File: src/rtl/scoreboard_hazard_unit.sv
// Scoreboard-based hazard and forwarding controller.
// Tracks a pending-write latency counter per register, stalls Decode on
// outstanding producers, freezes the pipe on memory wait states and
// selects the youngest ready forwarding stage for each Execute source.
module scoreboard_hazard_unit #(
  parameter int unsigned ADDRESSWIDTH = 4,
  parameter int unsigned REGNUM       = 16,
  parameter int unsigned STAGES       = 3,
  parameter int unsigned MAXLATENCY   = 7,
  parameter int unsigned LATWIDTH     = $clog2(MAXLATENCY + 1),
  parameter int unsigned FSELWIDTH    = $clog2(STAGES + 1)
) (
  input  logic                             clock,
  input  logic                             reset,
  input  logic                             issueValidD,
  input  logic                             writeEnableD,
  input  logic [ADDRESSWIDTH-1:0]          regDestinationAddressD,
  input  logic [ADDRESSWIDTH-1:0]          reg1AddressD,
  input  logic [ADDRESSWIDTH-1:0]          reg2AddressD,
  input  logic                             reg1UsedD,
  input  logic                             reg2UsedD,
  input  logic [LATWIDTH-1:0]              latencyD,
  input  logic [ADDRESSWIDTH-1:0]          reg1AddressE,
  input  logic [ADDRESSWIDTH-1:0]          reg2AddressE,
  input  logic [STAGES*ADDRESSWIDTH-1:0]   stageDestAddress,
  input  logic [STAGES-1:0]                stageWriteEnable,
  input  logic [STAGES-1:0]                stageResultReady,
  input  logic                             takeBranchE,
  input  logic                             memReadyM,
  output logic                             stallF,
  output logic                             stallD,
  output logic                             flushD,
  output logic                             flushE,
  output logic                             freezeBack,
  output logic [FSELWIDTH-1:0]             data1ForwardSelectorE,
  output logic [FSELWIDTH-1:0]             data2ForwardSelectorE,
  output logic [15:0]                      stallCount
);

  logic [LATWIDTH-1:0] pending [REGNUM];
  logic                freeze;
  logic                hazard;
  logic                issue;
  logic [LATWIDTH-1:0] latencySat;
  logic                fwd1Blocked;
  logic                fwd2Blocked;

  // Youngest matching stage wins; a not-ready youngest match blocks older ones.
  function automatic logic [FSELWIDTH:0] forwardSelect(
    input logic [ADDRESSWIDTH-1:0]        src,
    input logic [STAGES*ADDRESSWIDTH-1:0] dest,
    input logic [STAGES-1:0]              we,
    input logic [STAGES-1:0]              ready
  );
    logic                 found;
    logic                 blocked;
    logic [FSELWIDTH-1:0] sel;
    found   = 1'b0;
    blocked = 1'b0;
    sel     = '0;
    for (int k = 0; k < int'(STAGES); k++) begin
      if (!found && we[k] && (dest[k*int'(ADDRESSWIDTH) +: ADDRESSWIDTH] == src)) begin
        found = 1'b1;
        if (ready[k]) sel = FSELWIDTH'(k + 1);
        else          blocked = 1'b1;
      end
    end
    return {blocked, sel};
  endfunction

  assign freeze     = !memReadyM;
  assign hazard     = issueValidD &&
                      ((reg1UsedD && (pending[reg1AddressD] != '0)) ||
                       (reg2UsedD && (pending[reg2AddressD] != '0)));
  assign issue      = issueValidD && writeEnableD && !freeze && !takeBranchE && !hazard;
  assign latencySat = ({1'b0, latencyD} > (LATWIDTH + 1)'(MAXLATENCY)) ?
                      LATWIDTH'(MAXLATENCY) : latencyD;

  // Pipeline control priority: reset, freeze, branch, scoreboard hazard.
  always_comb begin
    stallF     = 1'b0;
    stallD     = 1'b0;
    flushD     = 1'b0;
    flushE     = 1'b0;
    freezeBack = 1'b0;
    if (reset) begin
      flushD = 1'b1;
      flushE = 1'b1;
    end else if (freeze) begin
      stallF     = 1'b1;
      stallD     = 1'b1;
      freezeBack = 1'b1;
    end else if (takeBranchE) begin
      flushD = 1'b1;
      flushE = 1'b1;
    end else if (hazard) begin
      stallF = 1'b1;
      stallD = 1'b1;
      flushE = 1'b1;
    end
  end

  // Forwarding selectors for both Execute sources.
  always_comb begin
    {fwd1Blocked, data1ForwardSelectorE} =
      forwardSelect(reg1AddressE, stageDestAddress, stageWriteEnable, stageResultReady);
    {fwd2Blocked, data2ForwardSelectorE} =
      forwardSelect(reg2AddressE, stageDestAddress, stageWriteEnable, stageResultReady);
  end

  // Pending counters: hold on freeze, else count down; a new issue overrides.
  always_ff @(posedge clock) begin
    if (reset) begin
      for (int i = 0; i < int'(REGNUM); i++) pending[i] <= '0;
    end else if (!freeze) begin
      for (int i = 0; i < int'(REGNUM); i++) begin
        if (pending[i] != '0) pending[i] <= pending[i] - LATWIDTH'(1);
      end
      if (issue && (latencySat != '0)) pending[regDestinationAddressD] <= latencySat;
    end
  end

  // Saturating count of Decode stall cycles.
  always_ff @(posedge clock) begin
    if (reset) begin
      stallCount <= '0;
    end else if (stallD && (stallCount != 16'hFFFF)) begin
      stallCount <= stallCount + 16'd1;
    end
  end

  // The scoreboard must never let a consumer reach Execute ahead of its producer.
  always_ff @(posedge clock) begin
    if (!reset) begin
      assert (!fwd1Blocked && !fwd2Blocked);
    end
  end

endmodule

File: config.mk
export PLATFORM = sky130hd
export DESIGN_NAME = scoreboard_hazard_unit
export DESIGN_NICKNAME = d
export VERILOG_FILES = /design/src/rtl/scoreboard_hazard_unit.sv
export SDC_FILE = /design/constraint.sdc
export NUM_CORES = 1
export LEC_CHECK = 0
export ABC_AREA = 1
export BUFFER_PORTS_ARGS = -buffer_cell sky130_fd_sc_hd__buf_4
export CORE_ASPECT_RATIO = 0.75
export CORE_MARGIN = 1.5
export CORE_UTILIZATION = 58
export DETAILED_ROUTE_END_ITERATION = 10
export PLACE_DENSITY = 0.81
export SYNTH_ARGS = -nofsm -noshare
export SYNTH_HDL_FRONTEND = slang
export SYNTH_SLANG_ARGS = --single-unit
File: constraint.sdc
create_clock -name clock -period 3 [get_ports clock]
set_input_delay 0.6 -clock clock [delete_from_list [all_inputs] [get_ports clock]]
set_output_delay 0.6 -clock clock [all_outputs]
set_load 0.05 [all_outputs]
==> flow_summary_export.csv, run 1 <==
group,metric,value,unit
finish,final_common_cell,"nand2_1",
timing,rsz0062_at_grt,"no",
finish,fin_cells,903,
timing,setup_viol,0,
yosys,ys_ff_latch,64,
yosys,ys_top_cells_by_area,"edfxtp_1 (28%), nand2_1 (12%), ha_1 (7.9%), inv_1 (7.0%), a21oi_1 (6.8%)",
yosys,synth_cells,721,
clock_tree,insertion_delay,340,ps
finish,synthToLayoutAreaGrowth,17.2,%
clock_tree,cts_tree,"done",
routing,drt-wirelength-per-cell,15.7,microns
yosys,synth_cell_type_count,35,
global_route,grt_pass1_wl,23.2,mm
yosys,synth_nets,803,
yosys,synth_xor_area_share,4.37,%
clock_tree,clk_pin_slew,60,ps
clock_tree,cts_buffer_depth,2,
routing,drc,8,
timing,final-hold-violation-count,0,
finish,layout.nets,872,
clock_tree,clock-sinks,64,
clock_tree,cts-htree-levels,3,
floorplan,die_w,112,microns
global_route,grt_start_max_net_pins,33,
yosys,synth_top_cell_by_area,"edfxtp_1",
critical_path,max_stage_delay,420,ps
yosys,syn_area_per_cell,7.23,sq um
yosys,yosys_warnings,0,
critical_path,cp_max_fo,20,
global_route,met3_usage,7.79,%
yosys,synth_mux_area_share,0,%
worst_hold_path,min_path_type,"reg -> reg",
timing,worst_pin_slew,559,ps
power,powerDensity,488,nW/um^2
yosys,yosysSeqAreaShare,33.8,%
critical_path,required,2400,ps
floorplan,dieArea,9570,sq um
clock_tree,cts_resized,0,
clock_tree,cts_hold_buffers,0,
timing,layout_min_cycle_time,2770,ps
timing,timing.fmax,361,MHz
critical_path,path_common_cell,"nand3_1",
power,power.leakage,2.91,nW
status,status,"finished with violations",
global_route,grtUsageTotal,30.3,%
critical_path,crit_path_top_delay_cell,"edfxtp_1",
yosys,synth-compound-area-share,13.1,%
global_route,use_met2,48.7,%
critical_path,crit_type,"reg -> out",
timing,slew_viol_final,0,
routing,firstDrtPassIters,9,
global_route,antenna_found_initial,0,
place,post-place-cells,887,
critical_path,critPathTopFamily,"simple AND/OR/NAND/NOR gates",
place,gp_congestion,0.946,
critical_path,critPathArrivalTime,2170,ps
floorplan,die_h,85.1,microns
floorplan,core,8600,sq um
routing,ant_nets,0,
routing,via_count,5211,
floorplan,io_pins,74,
critical_path,endpoint_kind,"output pin",
global_route,grt_overflow_total,0,
yosys,synth_top_area_share,27.6,%
floorplan,initial_utilization,60.6,%
critical_path,cp-start-kind,"flop",
finish,drive_above_1_share,16.0,%
timing,fin_skew,4.28,ps
clock_tree,post_cts_buffers,0,
global_route,first_global_vias,4888,
routing,routed_wl,14.1,mm
timing,max_slew_margin,62.6,%
place,place_hpwl,10.7,mm
global_route,grt.busiest_layer,"met2",
critical_path,path_cells,"nor2_1, nand3_1, nand2_1, nand2_1, nand3_1, nand3_1, nand3_1, nand2_4, nand3_2, nand2_4, buf_4",
timing,period_share,92.5,%
yosys,synth_top_family_by_area,"simple AND/OR/NAND/NOR gates",
critical_path,crit_buf_inv,1,
clock_tree,cts-root-buf,"clkbuf_16",
clock_tree,numCtsBuffers,9,
status,violations,"design-rule violations",
power,vdd_drop_max,476,uV
routing,vias_per_cell,5.77,
finish,fillers,685,
place,port_buffers,73,
job,maxCapViolCount,0,
finish,diodes,0,
yosys,synthesis.area,5210,sq um
floorplan,fp-row-count,29,
yosys,yosys.area_share.adder,7.92,%
global_route,grtUsageMet1,40.3,%
finish,layout_common_cells,"nand2_1 (168), inv_1 (97), nor2_1 (78)",
yosys,post_synth_and_or_nand_nor_area_fraction,31.2,%
routing,drt_iter0_drc,517,
timing,final.setup.tns,0,ps
-- metal layers --
layer  up-vias  share of wire (%)
li1       2539                  -
met2       257                 45
met4         0                1.5
met3        28                 10
met1      2387                 43
met5         -                  0
-- worst register-to-register path, delay by kind of cell, from the launching register on --
| family | cells | cell delay (ps) |
|---|---|---|
| AND/OR/NAND/NOR | 11 | 1500 |
| flip-flops | 1 | 420 |
| buffers and inverters | 1 | 200 |
-- cell type report --
type | instances | area (sq um) | share of cell area [%]
Multi-Input combinational cell | 536 | 2950 | 48.3
Sequential cell | 64 | 1760 | 28.8
Timing Repair Buffer | 77 | 578 | 9.46
Inverter | 102 | 383 | 6.26
Clock buffer | 10 | 239 | 3.91
Tap cell | 108 | 135 | 2.21
Clock inverter | 6 | 65.1 | 1.06
-- cells in the mapped netlist (all sizes together) --
master	number
a21boi	1
clkbuf	10
inv	102
nand3b	2
nand4	14
ha	33
or2	3
nor3	5
a21oi	71
nor4	4
o22ai	6
o2111ai	1
buf	9
xnor2	8
o221ai	4
a2111oi	3
o21ai	38
dfxtp	16
nor2	79
edfxtp	48
xor2	18
nand2	171
nand3	74
a221oi	1
-- stage by stage --
stage | total power, W | instance area (sq um) | hold WS (ps) | utilization, % | worst slack (ps)
2_1_floorplan | 0.00167 | 5210 | 647 | - | 102
3_3_place_gp | 0.00186 | 5810 | 484 | 67.5 | 407
3_5_place_dp | 0.00190 | 5810 | 496 | 67.5 | 342
4_1_cts | 0.00298 | 6110 | 504 | 71.1 | 286
5_1_grt | 0.00312 | 6110 | 531 | 71.1 | 22.4
6_report | 0.00299 | 6110 | 507 | 71.1 | 226
-- flip-flops by register name (all words and copies together), names as in the netlist --
name and flops:
stallCount 16, pending 48
-- worst paths after layout --
path,startpoint,to,slack (ps),cells after the start
max,pending[14][0],stallF,230,11
min,stallCount[1],stallCount[1],510,2
max reg2reg,pending[14][0],pending[9][0],560,12
min reg2reg,stallCount[1],stallCount[1],510,2
-- kinds of logic (layout without fill, tap and decap cells) --
family,count (synthesis),in the layout
DFF,64,64
and+or+nand+nor,352,352
xor gates and xnor gates,26,26
AOI/OAI and AO/OA,125,125
buffers and inverters,121,195
adders and majority gates,33,33
-- report_power, final --
part	switching, W	internal [W]	total (W)
Sequential	0.0000637	0.00108	0.00114
Clock	0.000414	0.000669	0.00108
Combinational	0.000490	0.000272	0.000761
No activity file was read; power rests on OpenSTA's default activity.
==> run 2: changes to the inputs <==
--- a/config.mk
+++ b/config.mk
@@ -11,7 +11,8 @@
 export CORE_MARGIN = 1.5
 export CORE_UTILIZATION = 58
 export DETAILED_ROUTE_END_ITERATION = 10
-export PLACE_DENSITY = 0.81
+export PLACE_DENSITY_LB_ADDON = 0.3
+export RECOVER_POWER = 100
 export SYNTH_ARGS = -nofsm -noshare
 export SYNTH_HDL_FRONTEND = slang
 export SYNTH_SLANG_ARGS = --single-unit
==> run 2 against run 1 <==
Effect of this change: flip-flop and latch count unchanged; the flow still finishes with violations (design-rule violations); highest routed layer unchanged; clock power decreased by 6%; final cell count increased by 0.11%; core utilization decreased by 2.3 points.
==> flow_summary_export.csv, run 2 (synthesized netlist as in run 1, its figures left out) <==
group,metric,value,unit
finish,largest-register,"pending",
global_route,first_global_vias,4796,
global_route,grt_start_max_net_pins,36,
routing,vias_per_cell,5.71,
finish,fillers,729,
critical_path,max_stage_delay,420,ps
clock_tree,post_cts_buffers,0,
routing,routed_wl,13.8,mm
place,port_buffers,73,
place,place_hpwl,10.6,mm
worst_hold_path,min_path_type,"reg -> reg",
clock_tree,cts_resized,0,
routing,drc,6,
routing,drt-wirelength-per-cell,15.3,microns
critical_path,crit_buf_inv,3,
timing,max_slew_margin,59.9,%
finish,layout.nets,873,
timing,fin_skew,3.65,ps
global_route,antenna_found_initial,0,
finish,final_common_cell,"nand2_1",
place,post_dp_cell_area,5820,sq um
clock_tree,cts_hold_buffers,0,
clock_tree,clock-sinks,64,
timing,timing.fmax,354,MHz
timing,setup_viol,0,
clock_tree,cts_buffer_depth,2,
power,vdd_drop_max,347,uV
timing,worst_pin_slew,604,ps
clock_tree,numCtsBuffers,9,
clock_tree,cts-root-buf,"clkbuf_16",
critical_path,path_cells,"buf_4, inv_1, o22ai_1, a21oi_1, o221ai_1, a2111oi_0, nand3b_1, nand2_1, clkbuf_2",
floorplan,initial_utilization,60.6,%
finish,synthToLayoutAreaGrowth,13.4,%
finish,reg_top3,"pending x48, stallCount x16",
clock_tree,insertion_delay,330,ps
floorplan,die_h,85.1,microns
critical_path,endpoint_kind,"output pin",
finish,stdcell_area,5910,sq um
floorplan,dieArea,9570,sq um
power,powerDensity,490,nW/um^2
status,status,"finished with violations",
routing,ant_nets,0,
finish,layout_common_cells,"nand2_1 (169), inv_1 (97), nor2_1 (78)",
finish,register_area,1760,sq um
timing,slew_viol_final,0,
timing,layout_min_cycle_time,2830,ps
timing,period_share,94.2,%
finish,multi_input_area,2830,sq um
timing,final-hold-violation-count,0,
finish,drive_above_1_share,11.1,%
clock_tree,cts_tree,"done",
global_route,grt_overflow_total,0,
floorplan,io_pins,74,
routing,via_count,5164,
place,gp_congestion,0.942,
timing,final.setup.tns,0,ps
clock_tree,cts-htree-levels,3,
job,maxCapViolCount,0,
finish,largest_reg_flops,48,
power,power.leakage,2.70,nW
finish,diodes,0,
critical_path,critPathTopFamily,"compound AO/OA/AOI/OAI gates",
critical_path,cp_max_fo,5,
critical_path,required,2400,ps
timing,rsz0062_at_grt,"no",
routing,drt_iter0_drc,574,
global_route,grtUsageTotal,29.9,%
critical_path,crit_path_top_delay_cell,"a2111oi_0",
critical_path,crit_type,"in -> out",
floorplan,die_w,112,microns
routing,firstDrtPassIters,8,
critical_path,cp-start-kind,"primary input",
global_route,grt_pass1_wl,22.7,mm
clock_tree,clk_pin_slew,50,ps
status,violations,"design-rule violations",
floorplan,core,8600,sq um
critical_path,critPathArrivalTime,2230,ps
floorplan,fp-row-count,29,
==> run 2: cell count changes in the layout (fill, tap and decap cells not counted), sizes merged <==
cell      previous run  this run
bufinv               1         0
clkbuf              10        38
inv                105       102
buf                 77        53
clkinvlp             0         1
==> run 2: final cells by class <==
class,instances,share of cell area [%]
multi-input cells,536,47.9
flip-flops and latches,64,29.8
repair buffers,78,8.55
inverters,102,6.47
clock buffers,13,4.59
well taps,108,2.29
clock inverters,3,0.381
==> run 2: worst paths after layout <==
| path | from | endpoint | slack (ps) | depth (start not counted) |
|---|---|---|---|---|
| worst max register to register | pending[10][0] | pending[10][2] | 360 | 11 |
| worst min register to register | stallCount[7] | stallCount[7] | 510 | 2 |
| worst max-delay path | reg1AddressE[0] | data1ForwardSelectorE[0] | 170 | 9 |
| worst min-delay path | stallCount[7] | stallCount[7] | 510 | 2 |
==> run 2: per-stage QoR <==
step / power, W / cells / util [%] / setup slack [ps] / hold WS (ps)
floorplan: 0.00167 / 721 / - / 102 / 647
global placement: 0.00186 / 888 / 67.6 / 408 / 484
detailed placement: 0.00189 / 888 / 67.6 / 353 / 495
CTS: 0.00292 / 904 / 71.0 / 256 / 508
global route: 0.00305 / 904 / 68.8 / 61.8 / 516
finish: 0.00290 / 904 / 68.8 / 173 / 509
==> run 2: report_power, final <==
group          switching (W)  internal [W]  total (W)
clock network       0.000380      0.000634    0.00101
registers          0.0000615       0.00108    0.00114
logic               0.000479      0.000264   0.000743
total               0.000920       0.00198    0.00290
==> run 2: per-layer routing <==
layer | global-route usage, % | vias up | share of wire [%] | routed length [microns]
li1 | - | 2531 | - | -
met3 | 6.00 | 16 | 9.7 | 1340
met4 | 8.63 | 0 | 0.90 | 125
met2 | 48.1 | 234 | 45 | 6250
met1 | 41.4 | 2383 | 44 | 6100
met5 | 0 | - | 0 | 0
==> run 2: worst register-to-register path, stage by stage, from the launching register on <==
cell and delay (ps):
edfxtp_1 410, nor2_1 260, nand2_1 150, nand2_1 90, nand3_1 80, nand3_1 80
nand3_1 60, nand3_1 170, nand2_4 80, a21boi_1 360, nand3_1 350, nand2_1 240
